[src/rtl/regfile_write_arbiter.sv]
// Round-robin arbiter that shares the register file write port between NUM_REQ
// writeback sources, with a registered issue stage, forwarding flags and a commit counter.
module regfile_write_arbiter #(
    parameter int NUM_REQ = 3,
    parameter int ADDR_W  = 5,
    parameter int DATA_W  = 16
) (
    input  logic                      clock,
    input  logic                      reset_n,
    input  logic [NUM_REQ-1:0]        req_valid,
    input  logic [NUM_REQ*ADDR_W-1:0] req_addr,
    input  logic [NUM_REQ*DATA_W-1:0] req_data,
    output logic [NUM_REQ-1:0]        req_ready,
    output logic [ADDR_W-1:0]         WriteReg,
    output logic [DATA_W-1:0]         WriteData,
    output logic                      RegWrite,
    input  logic [ADDR_W-1:0]         Read1,
    input  logic [ADDR_W-1:0]         Read2,
    output logic                      fwd1_hit,
    output logic                      fwd2_hit,
    output logic [DATA_W-1:0]         fwd_data,
    output logic [15:0]               wr_count
);
    localparam int PTR_W = (NUM_REQ > 1) ? $clog2(NUM_REQ) : 1;
    localparam logic [PTR_W:0] LAST_IDX = (PTR_W+1)'(NUM_REQ - 1);

    logic [PTR_W-1:0]   ptr_r;
    logic               regwrite_r;
    logic [ADDR_W-1:0]  writereg_r;
    logic [DATA_W-1:0]  writedata_r;
    logic [15:0]        wr_count_r;

    logic [PTR_W:0]     sum_s;
    logic               found_s;
    logic [PTR_W-1:0]   grant_idx_s;
    logic [NUM_REQ-1:0] grant_s;
    logic [ADDR_W-1:0]  sel_addr_s;
    logic [DATA_W-1:0]  sel_data_s;
    logic               xfer_s;
    logic [PTR_W-1:0]   next_ptr_s;

    // Round-robin search starting at ptr_r, wrapping modulo NUM_REQ
    always_comb begin
        sum_s       = '0;
        found_s     = 1'b0;
        grant_idx_s = '0;
        grant_s     = '0;
        sel_addr_s  = '0;
        sel_data_s  = '0;
        for (int k = 0; k < NUM_REQ; k++) begin
            sum_s = {1'b0, ptr_r} + (PTR_W+1)'(k);
            if (sum_s > LAST_IDX) begin
                sum_s = sum_s - LAST_IDX - (PTR_W+1)'(1);
            end else begin
                sum_s = sum_s;
            end
            if (!found_s && req_valid[sum_s[PTR_W-1:0]]) begin
                found_s                     = 1'b1;
                grant_idx_s                 = sum_s[PTR_W-1:0];
                grant_s[sum_s[PTR_W-1:0]]   = 1'b1;
                sel_addr_s = req_addr[sum_s[PTR_W-1:0]*ADDR_W +: ADDR_W];
                sel_data_s = req_data[sum_s[PTR_W-1:0]*DATA_W +: DATA_W];
            end else begin
                found_s = found_s;
            end
        end
    end

    // Grant gating during reset, transfer detect and next pointer
    always_comb begin
        if (reset_n) begin
            req_ready = grant_s;
            xfer_s    = found_s;
        end else begin
            req_ready = '0;
            xfer_s    = 1'b0;
        end
        if (grant_idx_s == LAST_IDX[PTR_W-1:0]) begin
            next_ptr_s = '0;
        end else begin
            next_ptr_s = grant_idx_s + PTR_W'(1);
        end
    end

    // Issue stage, round-robin pointer and committed-write counter
    always_ff @(posedge clock or negedge reset_n) begin
        if (!reset_n) begin
            ptr_r       <= '0;
            regwrite_r  <= 1'b0;
            writereg_r  <= '0;
            writedata_r <= '0;
            wr_count_r  <= 16'd0;
        end else begin
            if (regwrite_r) begin
                wr_count_r <= wr_count_r + 16'd1;
            end else begin
                wr_count_r <= wr_count_r;
            end
            if (xfer_s) begin
                ptr_r <= next_ptr_s;
                // register 0 is hard-wired to zero: complete the handshake, skip the write
                if (sel_addr_s != '0) begin
                    regwrite_r  <= 1'b1;
                    writereg_r  <= sel_addr_s;
                    writedata_r <= sel_data_s;
                end else begin
                    regwrite_r  <= 1'b0;
                end
            end else begin
                regwrite_r <= 1'b0;
            end
        end
    end

    assign RegWrite  = regwrite_r;
    assign WriteReg  = writereg_r;
    assign WriteData = writedata_r;
    assign wr_count  = wr_count_r;
    assign fwd_data  = writedata_r;
    assign fwd1_hit  = regwrite_r & (Read1 == writereg_r);
    assign fwd2_hit  = regwrite_r & (Read2 == writereg_r);

endmodule

[config.mk]
export PLATFORM = sky130hd
export DESIGN_NAME = regfile_write_arbiter
export DESIGN_NICKNAME = d
export VERILOG_FILES = /design/src/rtl/regfile_write_arbiter.sv
export SDC_FILE = /design/constraint.sdc
export NUM_CORES = 1
export LEC_CHECK = 0
export CORE_MARGIN = 8
export CORE_UTILIZATION = 41
export CTS_CLUSTER_SIZE = 40
export DETAILED_ROUTE_END_ITERATION = 8
export GPL_TIMING_DRIVEN = 0
export PLACE_DENSITY_LB_ADDON = 0.2
export SLEW_MARGIN = 30
export SYNTH_ARGS = -nofsm -noshare
export SYNTH_HDL_FRONTEND = slang
export SYNTH_SLANG_ARGS = --single-unit
[constraint.sdc]
create_clock -name clock -period 7.1 [get_ports clock]
set_input_delay 0.71 -clock clock [delete_from_list [all_inputs] [get_ports clock]]
set_output_delay 0.71 -clock clock [all_outputs]
set_load 0.01 [all_outputs]
* Word level (Yosys, flattened, before mapping)
Index checks and enable logic that the tools add are counted.
Storage, ports and cells: register bits after elaboration 40, input port bits 78, output and inout bits 59, logic and storage cells 84
Operators by class: add/subtract/negate cells 10, multiply operators 3, magnitude comparators 9, equality and inequality tests 3, shifts and indexed selects 6, multiplexer cells 35, bitwise operators 4, reduce and logical (&&, ||, !) cells 9
Operators with widths (count):
- variable part select 48 x 7 -> 16 bit | 3
- two-way mux 16 bit | 3
- variable part select 15 x 6 -> 5 bit | 3
- adder 16 x 1 -> 16 bit (second input constant) | 1
- multiplier 2 x 3 -> 5 bit (second input constant) | 3
- two-way mux 5 bit | 3
- two-way mux 2 bit | 7
- two-way mux 1 bit | 12
- two-way mux 3 bit | 4
- == test 5 bit | 2
- < comparator 2 x 3 -> 1 bit (second input constant) | 3
- binary-select mux 1 bit (select 2 bit) | 3
- demux 1 bit (select 2 bit) | 3
- greater-or-equal comparator 2 x 1 -> 1 bit (second input constant) | 3
- greater-than comparator 3 x 2 -> 1 bit (second input constant) | 2
- OR 3 bit | 2
- subtractor 2 x 1 -> 2 bit (second input constant) | 3
- subtractor 2 bit (second input constant) | 3
- logical AND 1 bit | 5
- nonzero test 5 bit | 1
- adder 2 x 1 -> 3 bit (second input constant) | 1
- adder 2 x 2 -> 3 bit (second input constant) | 1
- adder 2 x 1 -> 2 bit (second input constant) | 1
- AND 1 bit | 2
- other kinds (4) | 5

* Logic depth before layout (Yosys ltp)
Gate-level depths: netlist of the first run.
depth after elaboration 15, gate-level depth with buffers 12, mapped depth without buffers 9

* Worst setup path before layout of the first run
OpenSTA, ideal clock, no wires.
path kind flip-flop to output port, start register ptr_r[0], end output port req_ready[0], arrival time 2.342 ns, required time 6.390 ns, path slack 4.048 ns, stages on the path, launching flop included 10, path buffers 2, path through dfrtp_1 > inv_1 > ha_1 > mux2i_1 > a2bb2oi_2 > and2_1 > buf_2 > buf_1 > a221oi_1 > nor3_1
On the way: cells in the longest elaborated chain, start to end 13, elaborated cells between the ends (all ways) 47, those cells by class add/sub (8); order compare (9); mux (21); bitwise (2); reduce/logical (7)
RTL lines:
- start, declared | RTL line 27 | logic [PTR_W-1:0] ptr_r;
- start signal, assigned | RTL line 100 | ptr_r <= next_ptr_s;
- adder 2 x 1 -> 3 bit or subtractor 2 bit (tied branches) | RTL line 51, 53
- subtractor 2 bit or subtractor 2 x 1 -> 2 bit (tied branches) | RTL line 53 | sum_s = sum_s - LAST_IDX - (PTR_W+1)'(1);
- subtractor 2 x 1 -> 2 bit or two-way mux 2 bit (tied branches) | RTL line 53, 52
- two-way mux 2 bit, or another cell as far along | RTL line 52 | if (sum_s > LAST_IDX) begin
- < comparator 2 x 3 -> 1 bit (not written as such), or another cell as far along | RTL line 60 | grant_s[sum_s[PTR_W-1:0]] = 1'b1;
- logical AND 1 bit (not written as such), or another cell as far along | RTL line 60
- two-way mux 1 bit (not written as such), or another cell as far along | RTL line 60
- demux 1 bit (select 2 bit), or another cell as far along | RTL line 60
- OR 3 bit (no source line) or two-way mux 1 bit (tied branches)
- two-way mux 3 bit or zero test 1 bit (tied branches) | RTL line 57 | if (!found_s && req_valid[sum_s[PTR_W-1:0]]) begin
- OR 3 bit (no source line) or logical AND 1 bit (tied branches)
- two-way mux 3 bit (*) | RTL line 57
- two-way mux 3 bit (*) | RTL line 71 | if (reset_n) begin
- end, declared | RTL line 13 | output logic [NUM_REQ-1:0] req_ready,
Every way passes the cells marked *; elsewhere a longest branch is shown, timed or not. The select of a mux whose other input is x is not followed.

* Worst setup path in the final report of the first run
start input port req_valid[1], end output port req_ready[0]
On the way: cells in the longest elaborated chain, start to end 10, elaborated cells between the ends (all ways) 18, those cells by class mux (12); bitwise (2); reduce/logical (4)
RTL lines:
- start, declared | RTL line 10 | input logic [NUM_REQ-1:0] req_valid,
- binary-select mux 1 bit (select 2 bit) | RTL line 57
- two-way mux 1 bit (not written as such) | RTL line 57
- two-way mux 1 bit | RTL line 57
- zero test 1 bit | RTL line 57
- logical AND 1 bit | RTL line 57
- two-way mux 1 bit | RTL line 57
- zero test 1 bit | RTL line 57
- logical AND 1 bit | RTL line 57
- two-way mux 3 bit (*) | RTL line 57
- two-way mux 3 bit (*) | RTL line 71
Marks and branches as above.

==> results of run 1 <==
==> cell usage after synthesis (all sizes together), types with 3 or more instances <==
library cell,number,share of area [%]
mux2i,66,17
buf,35,6.2
mux2,17,6.4
dfrtp,40,26
o21ai,43,5.6
nor2,30,2.9
and3,5,0.82
a21oi,41,5.4
o22ai,7,1.3
xor2,11,2.5
clkbuf,16,1.6
o2bb2ai,5,1.1
nand4,4,0.65
ha,5,1.6
nand3,8,1.0
a211oi,3,0.72
nand2,53,5.2
and2,4,0.65
nor2b,5,0.82
a221oi,17,3.9
xnor2,14,3.2
a31oi,3,0.88
inv,8,0.78
==> layer usage <==
metal / track usage, % / vias to the layer above
li1: - / 1909
met1: 24.87 / 1883
met4: 6.475 / 0
met5: 0 / -
met3: 4.402 / 9
met2: 34.32 / 185
==> logic make-up (layout without fill, tap and decap cells) <==
family	count (synthesis)	after routing
AOI/OAI and AO/OA	126	126
xor gates and xnor gates	25	25
adders and majority gates	5	5
buffers and inverters	59	204
DFF	40	40
muxes	83	83
and+or+nand+nor	117	117
==> per-stage QoR <==
stage          instances  total power, mW  hold WS (ns)  setup WS [ns]
2_1_floorplan        455            1.719        0.4144          4.048
3_3_place_gp         702            2.377        0.4628          2.585
3_5_place_dp         703            2.417        0.4665          2.684
4_1_cts              711            2.608        0.3019          2.655
5_1_grt              711            2.811        0.3081          2.433
6_report             711            2.626        0.3010          2.627
==> sequential cells by signal (all words and copies together) (netlist names) <==
register	count
WriteReg	5
RegWrite	1
WriteData	16
ptr_r	2
wr_count	16
==> worst max-delay path, stage by stage <==
cell,delay [ns]
clkdlybuf4s50_1,0.50
mux2i_1,0.25
a2bb2oi_2,0.44
and2_1,0.19
buf_2,0.20
buf_1,0.41
a221oi_1,0.15
nor3_1,0.29
clkdlybuf4s50_1,0.60
==> worst max path at each step <==
stage	start	slack, ns	to	depth (start not counted)
floorplan	ptr_r[0]$_DFFE_PN0P_	4.05	req_ready[0]	9
global placement	reset_n	2.59	req_ready[0]	4
detailed placement	req_valid[1]	2.68	req_ready[2]	9
CTS	ptr_r[0]$_DFFE_PN0P_	2.65	req_ready[0]	10
global route	ptr_r[0]$_DFFE_PN0P_	2.43	req_ready[0]	10
finish	req_valid[1]	2.63	req_ready[0]	9
==> layout make-up <==
class                   count  area share, %
clock buffers               5          1.261
clock inverters             3         0.7798
plain buffers              51          5.459
repair buffers            137          25.23
multi-input cells         356          45.83
inverters                   8         0.5505
well taps                 111          2.546
flip-flops and latches     40          18.35
==> where the power goes <==
part           total (mW)  switching, mW  internal [mW]
Sequential          0.416         0.0962          0.320
Combinational        2.03           1.07          0.954
Clock               0.184         0.0802          0.104
Total                2.63           1.25           1.38
==> flow_summary.toml, run 1 <==
[synthesis]
synth_xor_area_share_pct = 5.719
synth-edff-count = 0
synth_cell_type_count = 44
netlist_instances = 455
ys_ff_latch = 40
synth_mux_area_share_pct = 23.73
synth_fa_ha_area_share_pct = 1.634
synth_ff_type = "dfrtp_1"
async_reset_ff_share_pct = 100.0
synth_top_family_by_area = "multiplexers"
synth_fp_nets = 538
netlist_area_sq_um = 3829
syn-mean-instance-area_sq_um = 8.415
synth-simple-area-share_pct = 13.66
ys_seq_area_share_pct = 26.14
synth_compound_area_share_pct = 20.56
ys_warn_count = 0

[worst_setup_path]
critPathLaunchType = "input pin"
ff2ff_path_depth = 10
crit_required_ns = 6.39
path_max_fanout = 10
cp.arrival_ns = 3.76
end_kind = "primary output"
worstReg2RegStart = "ptr_r[0]$_DFFE_PN0P_"
worst-setup-path-type = "input pin to primary output"
timing.rr.end = "WriteData[13]$_DFFE_PN0P_"
r2r_setup_slack_ns = 4.00

[routing]
wl_met3_um = 1031
drc = 0
wl_met1_um = 5685
top_layer = "met4"
ant_nets = 0
dr_total_vias = 3986
wl_um = 13130
wl_met2_um = 6279
drtIter0Drc = 294
wl_per_cell_um = 18.47
avgViaCountPerCell = 5.606
first_pass_iters = 5

[clock_tree]
cts_tree = "done"
path_clk_slew_ns = 0.09
clk_latency_ns = 0.30
postCtsHoldBufs = 0
cts_num_sinks = 40
clk_path_buf_depth = 2
cts_buffers = 5
clock-root-buffer = "clkbuf_8"
post_cts_resized = 0
post-cts-setup-buffer-count = 0
htreeDepth = 2

[placed_design]
dp_hpwl_um = 10300
dpl-instance-area_sq_um = 5344
portBuffers = 136
place.gp.congestion = 0.8966

[floorplan]
design.core.area_sq_um = 9153
num_io_pins = 137
initial_utilization_pct = 41.83
fp.dieH_um = 112.6
die_area_sq_um = 12690
die_x_um = 112.6
fp-row-count = 35

[layout]
final_cell_mix = "135 x clkdlybuf4s50_1, 65 x mux2i_1, 53 x nand2_1"
final_area_sq_um = 5455
fin_util_pct = 59.60
multi_input_area_sq_um = 2500
drive_above_1_share_pct = 11.33
final-seq-area_sq_um = 1001
layout.nets = 682
syn_to_final_growth_pct = 42.48
antenna_cells = 0
final_common_cell = "clkdlybuf4s50_1"
fillers = 846

[global_routing]
grt_first_pass_wirelength_um = 21070
gr-total-overflow = 0
grt_max_degree = 31
grt_pass1_vias = 4075
antenna_found_initial = 0
grt.total_usage_pct = 20.24

[timing]
rsz0062_at_grt = "no"
finalCritPeriodShare_pct = 63.01
drv_slew = 0
fin_crit_ns = 4.473
relSlewSlack_pct = 54.81
hold_violations = 0
fmax_ghz = 0.2235
finClkSkew_ns = 0.01404
setup_viol = 0
worst_pin_slew_ns = 0.6694
totalNegativeSetupSlack_ns = 0

[power_and_ir_drop]
powerDensity_nw_per_um2 = 481.3
p_leak_nw = 2.264
worst_ir_drop_vdd_uv = 268.3

[outcome]
outcome = "complete, no violations"

[min_path]
hold_path_class = "input pin to async pin"

[job]
max_cap_viol_count = 0
Power figures use the tool's default switching activity.
==> run 2: changes to the inputs <==
==> constraint.sdc (replaced) <==
create_clock -name clock -period 4.7 [get_ports clock]
set_input_delay 0.47 -clock clock [delete_from_list [all_inputs] [get_ports clock]]
set_output_delay 0.47 -clock clock [all_outputs]
set_load 0.01 [all_outputs]
==> results of run 2 <==
The final DEF is identical to that of run 1. Status: complete, no violations.
Main changes from that run: setup slack after placement 2.684 ns -> 0.7644 ns; setup slack after layout 2.627 ns -> 0.4766 ns; hold slack 0.3010 ns -> 0.06103 ns; start point of the critical path req_valid[1] -> ptr_r[0]$_DFFE_PN0P_; register-to-register setup slack 4.00 ns -> 1.60 ns; total power 2.626 mW -> 3.966 mW; worst IR drop on VDD 268.3 uV -> 405.3 uV
